<file path="src/rtl/axi_lite_initiator.sv">
// axi_lite_initiator: one-at-a-time AXI4-Lite initiator (8-bit address, 32-bit data)
// with a per-state watchdog. Commands come in on a valid/ready port. Responses
// (read data, BRESP/RRESP or timeout) go out on a second valid/ready port.
`timescale 1ns/1ps
module axi_lite_initiator #(
    parameter int unsigned TIMEOUT = 1023
) (
    input  logic        clk,
    input  logic        rst,

    input  logic        cmd_valid,
    output logic        cmd_ready,
    input  logic        cmd_wr,
    input  logic [7:0]  cmd_addr,
    input  logic [31:0] cmd_wdata,
    input  logic [3:0]  cmd_wstrb,

    output logic        rsp_valid,
    input  logic        rsp_ready,
    output logic        rsp_wr,
    output logic [31:0] rsp_rdata,
    output logic [1:0]  rsp_resp,
    output logic        rsp_timeout,
    output logic        hung,

    output logic [7:0]  m_awaddr,
    output logic [2:0]  m_awprot,
    output logic        m_awvalid,
    input  logic        m_awready,

    output logic [31:0] m_wdata,
    output logic [3:0]  m_wstrb,
    output logic        m_wvalid,
    input  logic        m_wready,

    input  logic [1:0]  m_bresp,
    input  logic        m_bvalid,
    output logic        m_bready,

    output logic [7:0]  m_araddr,
    output logic [2:0]  m_arprot,
    output logic        m_arvalid,
    input  logic        m_arready,

    input  logic [31:0] m_rdata,
    input  logic [1:0]  m_rresp,
    input  logic        m_rvalid,
    output logic        m_rready
);

    typedef enum logic [2:0] {
        S_IDLE,
        S_WRITE,
        S_WRESP,
        S_READ,
        S_RDATA,
        S_RSP,
        S_HALT
    } state_t;

    state_t      r_state;
    logic [15:0] r_wdog;

    logic [7:0]  r_awaddr;
    logic [31:0] r_wdata;
    logic [3:0]  r_wstrb;
    logic [7:0]  r_araddr;
    logic        r_awvalid;
    logic        r_wvalid;
    logic        r_arvalid;
    logic        r_bready;
    logic        r_rready;

    logic        r_rsp_valid;
    logic        r_rsp_wr;
    logic [31:0] r_rsp_rdata;
    logic [1:0]  r_rsp_resp;
    logic        r_rsp_timeout;
    logic        r_hung;

    logic        w_wait_state;
    logic [16:0] w_wdog_inc;
    logic        w_wdog_fire;
    logic        w_aw_done;
    logic        w_w_done;
    logic        w_progress;
    logic        w_timeout;

    assign w_wait_state = (r_state == S_WRITE) || (r_state == S_WRESP) ||
                          (r_state == S_READ)  || (r_state == S_RDATA);
    // The counter value after this cycle's increment is what gets compared, so a
    // state that has waited TIMEOUT cycles fires on its TIMEOUT-th cycle.
    assign w_wdog_inc   = {1'b0, r_wdog} + 17'd1;
    assign w_wdog_fire  = w_wait_state && (w_wdog_inc == 17'(TIMEOUT));

    assign w_aw_done = !r_awvalid || m_awready;
    assign w_w_done  = !r_wvalid  || m_wready;

    // Whether the current waiting state completes its handshake this cycle;
    // normal progress wins over a watchdog expiry in the same cycle.
    always_comb begin
        w_progress = 1'b0;
        case (r_state)
            S_WRITE: w_progress = w_aw_done && w_w_done;
            S_WRESP: w_progress = m_bvalid;
            S_READ:  w_progress = m_arready;
            S_RDATA: w_progress = m_rvalid;
            default: w_progress = 1'b0;
        endcase
    end

    assign w_timeout = w_wdog_fire && !w_progress;

    // Transaction FSM, AXI channel registers, watchdog and response registers.
    always_ff @(posedge clk) begin
        if (rst) begin
            r_state       <= S_IDLE;
            r_wdog        <= '0;
            r_awaddr      <= '0;
            r_wdata       <= '0;
            r_wstrb       <= '0;
            r_araddr      <= '0;
            r_awvalid     <= 1'b0;
            r_wvalid      <= 1'b0;
            r_arvalid     <= 1'b0;
            r_bready      <= 1'b0;
            r_rready      <= 1'b0;
            r_rsp_valid   <= 1'b0;
            r_rsp_wr      <= 1'b0;
            r_rsp_rdata   <= '0;
            r_rsp_resp    <= '0;
            r_rsp_timeout <= 1'b0;
            r_hung        <= 1'b0;
        end else begin
            // Valids drop after their own handshake in every state, so a valid
            // left outstanding by a timeout still completes legally.
            if (r_awvalid && m_awready) r_awvalid <= 1'b0;
            if (r_wvalid  && m_wready)  r_wvalid  <= 1'b0;
            if (r_arvalid && m_arready) r_arvalid <= 1'b0;

            if (w_wait_state) r_wdog <= w_wdog_inc[15:0];

            case (r_state)
                S_IDLE: begin
                    if (cmd_valid) begin
                        r_wdog <= '0;
                        if (cmd_wr) begin
                            r_awaddr  <= cmd_addr;
                            r_wdata   <= cmd_wdata;
                            r_wstrb   <= cmd_wstrb;
                            r_awvalid <= 1'b1;
                            r_wvalid  <= 1'b1;
                            r_state   <= S_WRITE;
                        end else begin
                            r_araddr  <= cmd_addr;
                            r_arvalid <= 1'b1;
                            r_state   <= S_READ;
                        end
                    end
                end
                S_WRITE: begin
                    if (w_aw_done && w_w_done) begin
                        r_bready <= 1'b1;
                        r_wdog   <= '0;
                        r_state  <= S_WRESP;
                    end
                end
                S_WRESP: begin
                    if (m_bvalid) begin
                        r_bready      <= 1'b0;
                        r_rsp_valid   <= 1'b1;
                        r_rsp_wr      <= 1'b1;
                        r_rsp_rdata   <= '0;
                        r_rsp_resp    <= m_bresp;
                        r_rsp_timeout <= 1'b0;
                        r_wdog        <= '0;
                        r_state       <= S_RSP;
                    end
                end
                S_READ: begin
                    if (m_arready) begin
                        r_rready <= 1'b1;
                        r_wdog   <= '0;
                        r_state  <= S_RDATA;
                    end
                end
                S_RDATA: begin
                    if (m_rvalid) begin
                        r_rready      <= 1'b0;
                        r_rsp_valid   <= 1'b1;
                        r_rsp_wr      <= 1'b0;
                        r_rsp_rdata   <= m_rdata;
                        r_rsp_resp    <= m_rresp;
                        r_rsp_timeout <= 1'b0;
                        r_wdog        <= '0;
                        r_state       <= S_RSP;
                    end
                end
                S_RSP: begin
                    if (rsp_ready) begin
                        r_rsp_valid <= 1'b0;
                        r_wdog      <= '0;
                        r_state     <= r_hung ? S_HALT : S_IDLE;
                    end
                end
                S_HALT: begin
                    r_state <= S_HALT;
                end
                default: begin
                    r_state <= S_IDLE;
                end
            endcase

            // Watchdog expiry overrides the per-state updates above.
            if (w_timeout) begin
                r_hung        <= 1'b1;
                r_bready      <= 1'b0;
                r_rready      <= 1'b0;
                r_rsp_valid   <= 1'b1;
                r_rsp_wr      <= (r_state == S_WRITE) || (r_state == S_WRESP);
                r_rsp_rdata   <= '0;
                r_rsp_resp    <= 2'b11;
                r_rsp_timeout <= 1'b1;
                r_wdog        <= '0;
                r_state       <= S_RSP;
            end
        end
    end

    assign cmd_ready   = (r_state == S_IDLE) && !rst;

    assign rsp_valid   = r_rsp_valid;
    assign rsp_wr      = r_rsp_wr;
    assign rsp_rdata   = r_rsp_rdata;
    assign rsp_resp    = r_rsp_resp;
    assign rsp_timeout = r_rsp_timeout;
    assign hung        = r_hung;

    assign m_awaddr    = r_awaddr;
    assign m_awprot    = '0;
    assign m_awvalid   = r_awvalid;
    assign m_wdata     = r_wdata;
    assign m_wstrb     = r_wstrb;
    assign m_wvalid    = r_wvalid;
    assign m_bready    = r_bready;
    assign m_araddr    = r_araddr;
    assign m_arprot    = '0;
    assign m_arvalid   = r_arvalid;
    assign m_rready    = r_rready;

endmodule

</file>
<file path="config.mk">
export PLATFORM = sky130hd
export DESIGN_NAME = axi_lite_initiator
export DESIGN_NICKNAME = d
export VERILOG_FILES = /design/src/rtl/axi_lite_initiator.sv
export SDC_FILE = /design/constraint.sdc
export NUM_CORES = 1
export LEC_CHECK = 0
export ABC_AREA = 1
export CORE_MARGIN = 10
export CORE_UTILIZATION = 44
export DETAILED_ROUTE_END_ITERATION = 12
export GPL_ROUTABILITY_DRIVEN = 1
export PLACE_DENSITY = 0.8
export RECOVER_POWER = 100
export SLEW_MARGIN = 20
export SYNTH_ARGS = -nofsm -noshare
export SYNTH_HDL_FRONTEND = slang
export SYNTH_SLANG_ARGS = --single-unit
export TNS_END_PERCENT = 50
</file>
<file path="constraint.sdc">
create_clock -name clk -period 2.12 [get_ports clk]
set_input_delay 0.636 -clock clk [delete_from_list [all_inputs] [get_ports clk]]
set_output_delay 0.636 -clock clk [all_outputs]
set_load 0.05 [all_outputs]
</file>
==> results.py <==
metrics = {
    "run_status": {
        "status": "complete, no violations",
    },
    "synthesis": {
        "syn_area_per_cell_um2": 7.52,
        "ys_seq_area_share_pct": 45.8,
        "syn_area_um2": 4980,
        "yosysTopAreaCellShare_pct": 45.8,
        "synth.distinct_cells": 39,
        "syn-instance-count": 662,
        "synth_seq_cells": 114,
        "async_flop_share_pct": 0,
        "yosysWarnings": 0,
        "ys_dominant_reg_cell": "dfxtp_1",
        "synthTopCellsByArea": "dfxtp_1 46%, nand2_1 8.5%, o21ai_0 7.1%",
        "synth_largest_area_cell": "dfxtp_1",
        "synth-edff-count": 0,
    },
    "clock_tree": {
        "cts.sinks": 114,
        "cts_buffer_depth": 2,
        "cts_tree": "built",
        "clock_latency_ns": 0.41,
        "ctsHtreeMaxLevel": 4,
        "numCtsBuffers": 17,
        "path_clk_slew_ns": 0.05,
        "clockRootBuffer": "clkbuf_16",
    },
    "sta": {
        "finalSetupTns_ns": 0,
        "relSlewSlack_pct": 48.7,
        "tightest_slew_ns": 0.769,
        "fmax_ghz": 0.482,
        "finalCritPeriodShare_pct": 97.8,
        "layout_min_cycle_time_ns": 2.07,
        "skew_ns": 0.00743,
        "finalSetupViolCount": 0,
        "hold_viol": 0,
        "rsz0062_at_grt": "true",
        "slew_viol_final": 0,
    },
    "placement": {
        "dp_hpwl_um": 11900,
        "portBuffers": 185,
        "globalplace.congestion": 0.885,
    },
    "die": {
        "fp.dieH_um": 126,
        "initial_core_util_pct": 45.3,
        "rows": 38,
        "coreArea_um2": 11000,
        "fp.dieW_um": 126,
        "dieArea_um2": 16000,
        "pin_count": 192,
    },
    "grt": {
        "grt_pass1_vias": 5196,
        "grt_use_total_pct": 19.2,
        "grt-ovfl-total": 0,
        "antenna_found_initial": 0,
        "grt_max_degree": 91,
        "grt_first_pass_wirelength_um": 25400,
    },
    "route": {
        "wl_per_cell_um": 15.6,
        "drc": 0,
        "vias_per_cell": 5.03,
        "wl_um": 16000,
        "vias": 5152,
        "detail-route-antenna-nets": 0,
        "first_pass_iters": 7,
        "drt_iter0_markers": 325,
    },
    "critical_path": {
        "r2r-end": "r_state[0]$_SDFFE_PP0P_",
        "crit_path_top_delay_cell": "clkdlybuf4s50_1",
        "start_kind": "input port",
        "timing.rr.start": "r_wdog[7]$_SDFF_PP0_",
        "slowest_delay_ns": 0.46,
        "r2r_slack_ns": 0.14,
        "worstSetupEndpointType": "primary output",
        "worstPathCellList": "clkdlybuf4s50_1 > nor2_2 > buf_12",
        "critPathMaxFanout": 3,
        "crit_required_ns": 1.48,
        "endpoint": "cmd_ready",
        "cp-startpoint": "rst",
        "r2r_cells": 12,
        "setup.worst_path.class": "input port to primary output",
        "arrival_ns": 1.44,
    },
    "final_layout": {
        "drive_above_1_share_pct": 15.4,
        "final_util_pct": 65.9,
        "area_delta_synth_final_pct": 45.4,
        "fin_nets": 963,
        "diodes": 0,
    },
    "power": {
        "swShare_pct": 41.2,
        "p_seq_share_pct": 31.1,
        "p_leak_nw": 2.69,
        "powerDensity_nw_per_um2": 1290,
        "power_switching_mw": 3.84,
        "clockPowerShare_pct": 30.3,
        "intPower_mw": 5.48,
        "combPwrFrac_pct": 38.6,
        "vdd_drop_max_v": 0.000782,
    },
    "hold_path": {
        "min_path_type": "flop to flop",
    },
    "job": {
        "drv_cap": 0,
    },
}
[critical path: cells and delay by family]
family,cells,cell delay (ns)
buf+inv,2,0.61
simple gates,1,0.18
[cell type report]
class | count | area (um2)
fill | 968 | 3740
sequential | 114 | 2290
multi-input combinational | 437 | 2280
timing repair buffer | 223 | 1610
clock buffer | 23 | 488
inverter | 78 | 295
tap | 140 | 175
clock inverter | 9 | 104
[metrics by stage]
step	std cells	area (um2)	setup WS, ns	total power, mW	hold WS (ns)
after floorplan	667	5000	0.182	5.38	0.528
after global placement	990	6910	-0.232	6.61	0.430
after detailed placement	990	6910	-0.285	6.67	0.437
after CTS	1023	7520	-0.00481	9.56	0.446
after global routing	1024	7240	-0.0432	9.83	0.461
final	1024	7240	0.0473	9.32	0.441
[routing by layer]
| layer | track usage (%) | vias to the layer above | wire length, um |
|---|---|---|---|
| met5 | 0 | - | 0 |
| met4 | 8.10 | 0 | 467 |
| met3 | 10.5 | 38 | 1830 |
| met2 | 32.4 | 221 | 7630 |
| met1 | 19.3 | 2326 | 6030 |
| li1 | - | 2567 | - |
[kinds of logic after synthesis]
group,synth area share [%]
DFF,45.8
adders and majority gates,0.502
and+or+nand+nor,22.7
muxes,0.201
xor gates and xnor gates,0.528
other,0.0753
buffers and inverters,10.5
AOI/OAI and AO/OA,19.6
[cells in the mapped netlist (2+ instances only)]
library cell and count:
o21ai_0 71, xor2_1 2, clkinv_1 2, buf_2 2, nand2_1 113, nor3_1 3
nand3_1 48, nor2_4 2, dfxtp_1 114, inv_2 4, clkbuf_1 25, ha_1 2
nand2_2 2, nor2_2 6, o21bai_1 3, o21ai_1 2, nand4_1 8, a21oi_1 65
nor2_1 63, inv_1 71, a21oi_2 28, nand2_8 2, buf_4 7, buf_12 2
[layout by cell type (no fill, tap or decap), types with 3 or more instances in the layout]
cell type and n:
a21oi_1 65, a21oi_2 28, buf_12 5, buf_4 32, clkbuf_1 96, clkbuf_16 17
clkbuf_8 4, clkdlybuf4s50_1 89, clkinv_2 4, conb_1 6, dfxtp_1 106, dfxtp_2 7
inv_1 70, inv_2 5, nand2_1 113, nand3_1 47, nand4_1 8, nor2_1 59
nor2_2 7, nor2_4 5, o21ai_0 71, o21bai_1 3
[registers in the layout, summed over array words and instances, names as in the netlist, 2 cells and up]
register and cells:
r_state 3, m_awaddr 8, rsp_resp 2, m_wdata 32, m_wstrb 4, m_araddr 8
r_wdog 16, rsp_rdata 32
[worst min-delay path by stage]
stage | from | to | slack [ns] | cells after the start
after global placement | m_awaddr[0]$_SDFFE_PP0P_ | m_awaddr[0]$_SDFFE_PP0P_ | 0.43 | 2
after detailed placement | m_wdata[6]$_SDFFE_PP0P_ | m_wdata[6]$_SDFFE_PP0P_ | 0.44 | 2
after CTS | m_wdata[6]$_SDFFE_PP0P_ | m_wdata[6]$_SDFFE_PP0P_ | 0.45 | 2
final | m_awaddr[0]$_SDFFE_PP0P_ | m_awaddr[0]$_SDFFE_PP0P_ | 0.44 | 2
after floorplan | r_wdog[8]$_SDFF_PP0_ | r_wdog[8]$_SDFF_PP0_ | 0.53 | 2
after global routing | m_wdata[11]$_SDFFE_PP0P_ | m_wdata[11]$_SDFFE_PP0P_ | 0.46 | 2
[power groups by stage]
stage                     clock network (mW)  logic (mW)  registers [mW]
after floorplan                            0        1.57            3.81
after global placement                     0        3.72            2.89
after detailed placement                   0        3.77            2.91
after CTS                               2.86        3.82            2.88
after global routing                    2.96        3.92            2.95
final                                   2.82        3.60            2.90
[what timing repair did]
item                                    4_1_cts  5_1_grt
hold buffers                                  0        0
gates resized for setup                       2       22
pin swaps                                     0        3
cloned                                        1        0
endpoints found under the setup margin       18       59
buffers inserted                              0        1
(Power assumes the default switching activity.)
